### config.mk
export PLATFORM = sky130hd
export DESIGN_NAME = mem_port_arbiter
export DESIGN_NICKNAME = d
export VERILOG_FILES = /design/src/rtl/mem_port_arbiter_pkg.sv /design/src/rtl/mem_port_arbiter_rr_pick.sv /design/src/rtl/mem_port_arbiter.sv
export SDC_FILE = /design/constraint.sdc
export NUM_CORES = 1
export LEC_CHECK = 0
export ABC_AREA = 1
export ABC_CLOCK_PERIOD_IN_PS = 2900
export BUFFER_PORTS_ARGS = -buffer_cell sky130_fd_sc_hd__clkbuf_2
export CAP_MARGIN = 20
export CORE_ASPECT_RATIO = 2
export CORE_MARGIN = 3
export CORE_UTILIZATION = 35
export CTS_BUF_LIST = sky130_fd_sc_hd__clkbuf_4 sky130_fd_sc_hd__clkbuf_8
export CTS_CLUSTER_DIAMETER = 80
export DETAILED_ROUTE_END_ITERATION = 12
export GPL_TIMING_DRIVEN = 0
export SETUP_SLACK_MARGIN = 0.3
export SLEW_MARGIN = 20
export SYNTH_ARGS = -nofsm -noshare
export SYNTH_HDL_FRONTEND = slang
export SYNTH_SLANG_ARGS = --single-unit
### constraint.sdc
create_clock -name clk -period 2.9 [get_ports clk]
set_clock_uncertainty 0.1 [all_clocks]
set_input_delay 0.58 -clock clk [delete_from_list [all_inputs] [get_ports clk]]
set_output_delay 0.58 -clock clk [all_outputs]
set_load 0.01 [all_outputs]
### src/rtl/mem_port_arbiter_pkg.sv
`default_nettype none
// ============================================================================
// Module : femto_arb_pkg
// Brief  : Shared constants for the memory-port arbiter: requester count,
//          select width, FSM state encoding and the watchdog default limit.
// Rev    : 1.0  initial release
// ============================================================================
package femto_arb_pkg;

  localparam int NUM_REQ                = 8;
  localparam int SEL_W                  = 3;
  localparam int TIMEOUT_CYCLES_DEFAULT = 255;

  typedef logic [0:0] arb_state_t;
  localparam arb_state_t ST_IDLE = 1'b0;
  localparam arb_state_t ST_BUSY = 1'b1;

endpackage
`default_nettype wire

### src/rtl/mem_port_arbiter_rr_pick.sv
`default_nettype none
// ============================================================================
// Module : rr_pick
// Brief  : Combinational round-robin search. Scans req starting at ptr and
//          ascending with wrap-around; the first set bit wins.
// Ports  : req   - request vector, bit i = requester i
//          ptr   - index the search starts at
//          found - at least one request is set
//          idx   - winning requester index (0 when found is low)
// Rev    : 1.0  initial release
// ============================================================================
module rr_pick
  import femto_arb_pkg::*;
(
  input  logic [NUM_REQ-1:0] req,
  input  logic [SEL_W-1:0]   ptr,
  output logic               found,
  output logic [SEL_W-1:0]   idx
);

  // Walk the rotation from the far end back towards ptr so the nearest
  // set bit is the last one written and therefore wins.
  always_comb begin
    found = 1'b0;
    idx   = '0;
    for (int k = NUM_REQ - 1; k >= 0; k--) begin
      if (req[ptr + SEL_W'(k)]) begin
        found = 1'b1;
        idx   = ptr + SEL_W'(k);
      end
    end
  end

endmodule
`default_nettype wire

### src/rtl/mem_port_arbiter.sv
`default_nettype none
// ============================================================================
// Module : mem_port_arbiter
// Brief  : Round-robin arbiter granting one of eight requesters access to a
//          shared memory port. A grant is held until done; the next winner
//          is granted on the same edge (back-to-back) when requests remain.
//          Optional grant watchdog enabled by macro ARB_TIMEOUT_EN.
// Ports  : clk     - clock, rising edge
//          rst_n   - synchronous active-low reset
//          req     - request vector, bit i = requester i
//          done    - completion pulse for the current grant
//          grant   - one-hot registered grant
//          sel     - registered binary index of the granted requester
//          busy    - a grant is active
//          timeout - one-cycle pulse when the watchdog revokes a grant
// Rev    : 1.0  initial release
// ============================================================================
module mem_port_arbiter #(
  parameter int NUM_REQ        = femto_arb_pkg::NUM_REQ,
  parameter int TIMEOUT_CYCLES = femto_arb_pkg::TIMEOUT_CYCLES_DEFAULT
) (
  input  logic                            clk,
  input  logic                            rst_n,
  input  logic [NUM_REQ-1:0]              req,
  input  logic                            done,
  output logic [NUM_REQ-1:0]              grant,
  output logic [femto_arb_pkg::SEL_W-1:0] sel,
  output logic                            busy,
  output logic                            timeout
);

  import femto_arb_pkg::*;

  arb_state_t          r_state;
  arb_state_t          w_state_nxt;
  logic [NUM_REQ-1:0]  r_grant;
  logic [NUM_REQ-1:0]  w_grant_nxt;
  logic [SEL_W-1:0]    r_sel;
  logic [SEL_W-1:0]    w_sel_nxt;
  logic [SEL_W-1:0]    r_ptr;
  logic [SEL_W-1:0]    w_ptr_nxt;
  logic [SEL_W-1:0]    w_pick_ptr;
  logic [SEL_W-1:0]    w_idx;
  logic                w_found;
  logic                w_expire;
  logic                w_release;

`ifdef ARB_TIMEOUT_EN
  logic [7:0] r_wdog;

  // Done wins over a coinciding expiry, so expiry is only seen without done.
  assign w_expire = (r_state == ST_BUSY) && !done &&
                    (r_wdog == 8'(TIMEOUT_CYCLES - 1));

  // Counts BUSY cycles of the current grant; any release starts a fresh count.
  always_ff @(posedge clk) begin
    if (!rst_n) begin
      r_wdog <= '0;
    end else if ((r_state == ST_IDLE) || w_release) begin
      r_wdog <= '0;
    end else begin
      r_wdog <= r_wdog + 8'd1;
    end
  end
`else
  logic w_unused_cfg;
  assign w_unused_cfg = ^TIMEOUT_CYCLES[7:0];
  assign w_expire     = 1'b0;
`endif

  assign w_release = (r_state == ST_BUSY) && (done || w_expire);

  // While busy the stored ptr is stale: the owner goes to the back of the
  // rotation, so the search for the successor starts just past it.
  assign w_pick_ptr = (r_state == ST_BUSY) ? (r_sel + SEL_W'(1)) : r_ptr;

  rr_pick u_rr_pick (
    .req   (req),
    .ptr   (w_pick_ptr),
    .found (w_found),
    .idx   (w_idx)
  );

  // State register
  always_ff @(posedge clk) begin
    if (!rst_n) begin
      r_state <= ST_IDLE;
      r_grant <= '0;
      r_sel   <= '0;
      r_ptr   <= '0;
    end else begin
      r_state <= w_state_nxt;
      r_grant <= w_grant_nxt;
      r_sel   <= w_sel_nxt;
      r_ptr   <= w_ptr_nxt;
    end
  end

  // Next-state logic
  always_comb begin
    w_state_nxt = r_state;
    case (r_state)
      ST_IDLE: if (w_found) w_state_nxt = ST_BUSY;
      ST_BUSY: if (w_release && !w_found) w_state_nxt = ST_IDLE;
      default: w_state_nxt = ST_IDLE;
    endcase
  end

  // Output / datapath logic
  always_comb begin
    w_grant_nxt = r_grant;
    w_sel_nxt   = r_sel;
    w_ptr_nxt   = r_ptr;
    case (r_state)
      ST_IDLE: begin
        if (w_found) begin
          w_grant_nxt = NUM_REQ'(1) << w_idx;
          w_sel_nxt   = w_idx;
        end else begin
          w_grant_nxt = '0;
          w_sel_nxt   = '0;
        end
      end
      ST_BUSY: begin
        if (w_release) begin
          w_ptr_nxt = r_sel + SEL_W'(1);
          if (w_found) begin
            w_grant_nxt = NUM_REQ'(1) << w_idx;
            w_sel_nxt   = w_idx;
          end else begin
            w_grant_nxt = '0;
            w_sel_nxt   = '0;
          end
        end
      end
      default: begin
        w_grant_nxt = '0;
        w_sel_nxt   = '0;
      end
    endcase
  end

  assign grant   = r_grant;
  assign sel     = r_sel;
  assign busy    = |r_grant;
  assign timeout = w_expire;

endmodule
`default_nettype wire
==> flow_metrics.env <==
export IMPL_outcome="complete, no violations"
export IMPL_yosys_top_cells_area="nand2_1 25%, dfxtp_1 19%, nand3_1 12%, inv_1 7.9%, nand2_2 6.4%"
export IMPL_hold_class="reg -> reg"
export IMPL_postPlaceCellArea_um2=1750
export IMPL_rsz0062_at_grt="true"
export IMPL_grt_pass1_vias=1729
export IMPL_cts_sinks=15
export IMPL_vias=1798
export IMPL_synth_area_um2=1570
export IMPL_dieWidth_um=53.4
export IMPL_fin_cells=364
export IMPL_cts_tree="yes"
export IMPL_synthCells=271
export IMPL_htreeDepth=1
export IMPL_antenna_cells=0
export IMPL_crit_family="simple AND/OR/NAND/NOR gates"
export IMPL_grt_overflow_total=0
export IMPL_clkLatencyLatePin_ps=250
export IMPL_wl_per_cell_um=11.9
export IMPL_drtIter0Drc=31
export IMPL_worstSetupStartpointType="flip-flop"
export IMPL_slew_headroom_pct=64.4
export IMPL_antenna_found_initial=0
export IMPL_die_area_um2=5390
export IMPL_row_count=33
export IMPL_ir_drop_mv=0.702
export IMPL_final_nets=327
export IMPL_first_pass_iters=5
export IMPL_port_buffers=22
export IMPL_initial_core_util_pct=37.4
export IMPL_core_um2=4210
export IMPL_tightestPinTransition_ps=531
export IMPL_place_inst=345
export IMPL_setup_viol=0
export IMPL_postSynthAreaPerCell_um2=5.81
export IMPL_grt_pass1_wl_um=7190
export IMPL_cpMostUsedCell="nand2_1"
export IMPL_synth_seq_area_share_pct=19.1
export IMPL_ys_seq_elements=15
export IMPL_slowest_delay_ps=360
export IMPL_drive_above_1_share_pct=36.2
export IMPL_crit_type="reg -> reg"
export IMPL_p_leak_uw=0.00111
export IMPL_r2r_worst_path_cells=19
export IMPL_hold_slack_ps=382
export IMPL_hold_viol_final=0
export IMPL_hpwl_um=3450
export IMPL_fin_crit_ps=2460
export IMPL_layout_setup_ws_ps=441
export IMPL_grt_start_max_net_pins=11
export IMPL_routed_wl_um=4320
export IMPL_power_density_nw_per_um2=1100
export IMPL_cap_violations=0
export IMPL_end_kind="flip-flop"
export IMPL_syn_to_final_growth_pct=34.3
export IMPL_crit_buf_inv=4
export IMPL_routabilityCongestion=0.920
export IMPL_io_pins=24
export IMPL_cp_max_fo=7
export IMPL_fin_crit_sh_pct=84.8
export IMPL_grt_total_usage_pct=17.5
export IMPL_fmax_mhz=407
export IMPL_yosysWarnings=0
export IMPL_drv_slew=0
export IMPL_cts_path_max_buffers=2
export IMPL_worstPathRequired_ps=2980
export IMPL_ant_nets=0
export IMPL_crit_arrival_ps=2540
export IMPL_cts_made_buffers=3
export IMPL_design_area_um2=2110
export IMPL_crit_cells=19
export IMPL_vias_per_cell=4.94
export IMPL_yosysUniqueCellTypes=27
export IMPL_route_detailed_drc=0
export IMPL_clk_pin_slew_ps=60
export IMPL_fin_util_pct=50.2
export IMPL_die_height_um=101
export IMPL_cts_root_buffer="clkbuf_8"
export IMPL_final_cell_mix="93 x nand2_1, 30 x inv_1, 29 x nand3_1"
export IMPL_dp_slack_ps=0.150
export IMPL_crit_slowest_cell="dfxtp_4"
export IMPL_final_common_cell="nand2_1"
export IMPL_yosysTopAreaCellShare_pct=25.3
export IMPL_crit_chain="ha_4 > inv_4 > nand2_4 > nand2_4 > buf_8 > ha_4 > inv_2 > nand3_2 > nand2_2 > nand2_2 > nand2_1 > clkinv_1 > nand2_1 > nand2_1 > nand2_1 > nand2_2 > a21oi_4 > nand3_2 > a21oi_2"
export IMPL_min_path_cells=2
export IMPL_yosys_area_top_type="nand2_1"
export IMPL_syn_nets=285
-- synth_stat cells --
cell and number:
o21ai_0 4, or2_1 1, ha_1 3, buf_4 1
clkinv_1 1, nand3_2 4, and2_4 1, nand2_8 2
o21ai_1 1, nor2_2 1, a21oi_4 1, nand2_2 16
inv_1 33, conb_1 1, inv_8 1, nand3_1 38
dfxtp_1 15, nor4_1 4, a21oi_1 19, a31oi_1 1
a21oi_2 1, nand2_4 6, nor2_1 4, inv_2 2
buf_6 2, clkbuf_1 2, nand2_1 106
-- path summary, 6_finish.rpt --
path / from / end / slack [ps]
worst max-delay path: sel[0] / grant[4] / 440
worst min-delay path: grant[7] / grant[7] / 380
worst max register to register: sel[0] / grant[4] / 440
worst min register to register: grant[7] / grant[7] / 380
-- through the flow --
stage / setup TNS [ps] / power, µW
after floorplan: 0 / 1450
after global placement: -13.2 / 1760
after detailed placement: 0 / 1780
after CTS: 0 / 2030
after global routing: 0 / 2560
final: 0 / 2330
-- where the power goes --
| group | internal (µW) | switching [µW] | total (µW) | leakage [µW] |
|---|---|---|---|---|
| combinational | 703 | 1130 | 1830 | 0.000964 |
| sequential | 272 | 54.5 | 327 | 0.000124 |
| clock | 95.1 | 73.1 | 168 | 0.0000255 |
| total | 1070 | 1260 | 2330 | 0.00111 |
-- flip-flops by register name (all words and copies together), names as in the netlist --
name	count
grant	8
r_state	1
r_ptr	3
sel	3
-- final cells by class --
class / instances / area (µm²)
Buffer: 5 / 41.3
Clock buffer: 3 / 41.3
Clock inverter: 1 / 5.00
Fill cell: 474 / 2100
Inverter: 37 / 154
Multi-Input combinational cell: 214 / 1280
Sequential cell: 15 / 308
Tap cell: 52 / 65.1
Timing Repair Buffer: 37 / 223
-- timing repair --
action                                 4_1_cts  5_1_grt
endpoints found under the hold margin        0        0
pin swaps                                    3       25
hold buffers                                 0        0
setup endpoints to repair                   12       12
resized for setup                           12       39
setup buffers                                0       15
-- routing by layer --
| metal | up-vias | GRT usage (%) | wire length (µm) |
|---|---|---|---|
| met3 | 20 | 1.19 | 95 |
| met2 | 42 | 31.8 | 2340 |
| met4 | 0 | 12.0 | 305 |
| li1 | 938 | - | - |
| met1 | 798 | 17.9 | 1580 |
| met5 | - | 0 | 0 |
-- worst register-to-register path: stages (launching register included) --
cell      delay [ps]
dfxtp_4          360
ha_4             290
inv_4             40
nand2_4           60
nand2_4           60
buf_8            130
ha_4             160
inv_2             60
nand3_2           80
nand2_2          100
nand2_2           80
nand2_1           70
clkinv_1          60
nand2_1           60
nand2_1           50
nand2_1           70
nand2_2           90
a21oi_4          230
nand3_2          110
a21oi_2          140
-- cell families after synthesis --
logic type	share of synthesized area (%)
simple gates	57.0
buf+inv	11.7
compound gates	9.62
flops	19.1
fa+ha+maj	2.38
other cells	0.238
(Power assumes the default switching activity.)
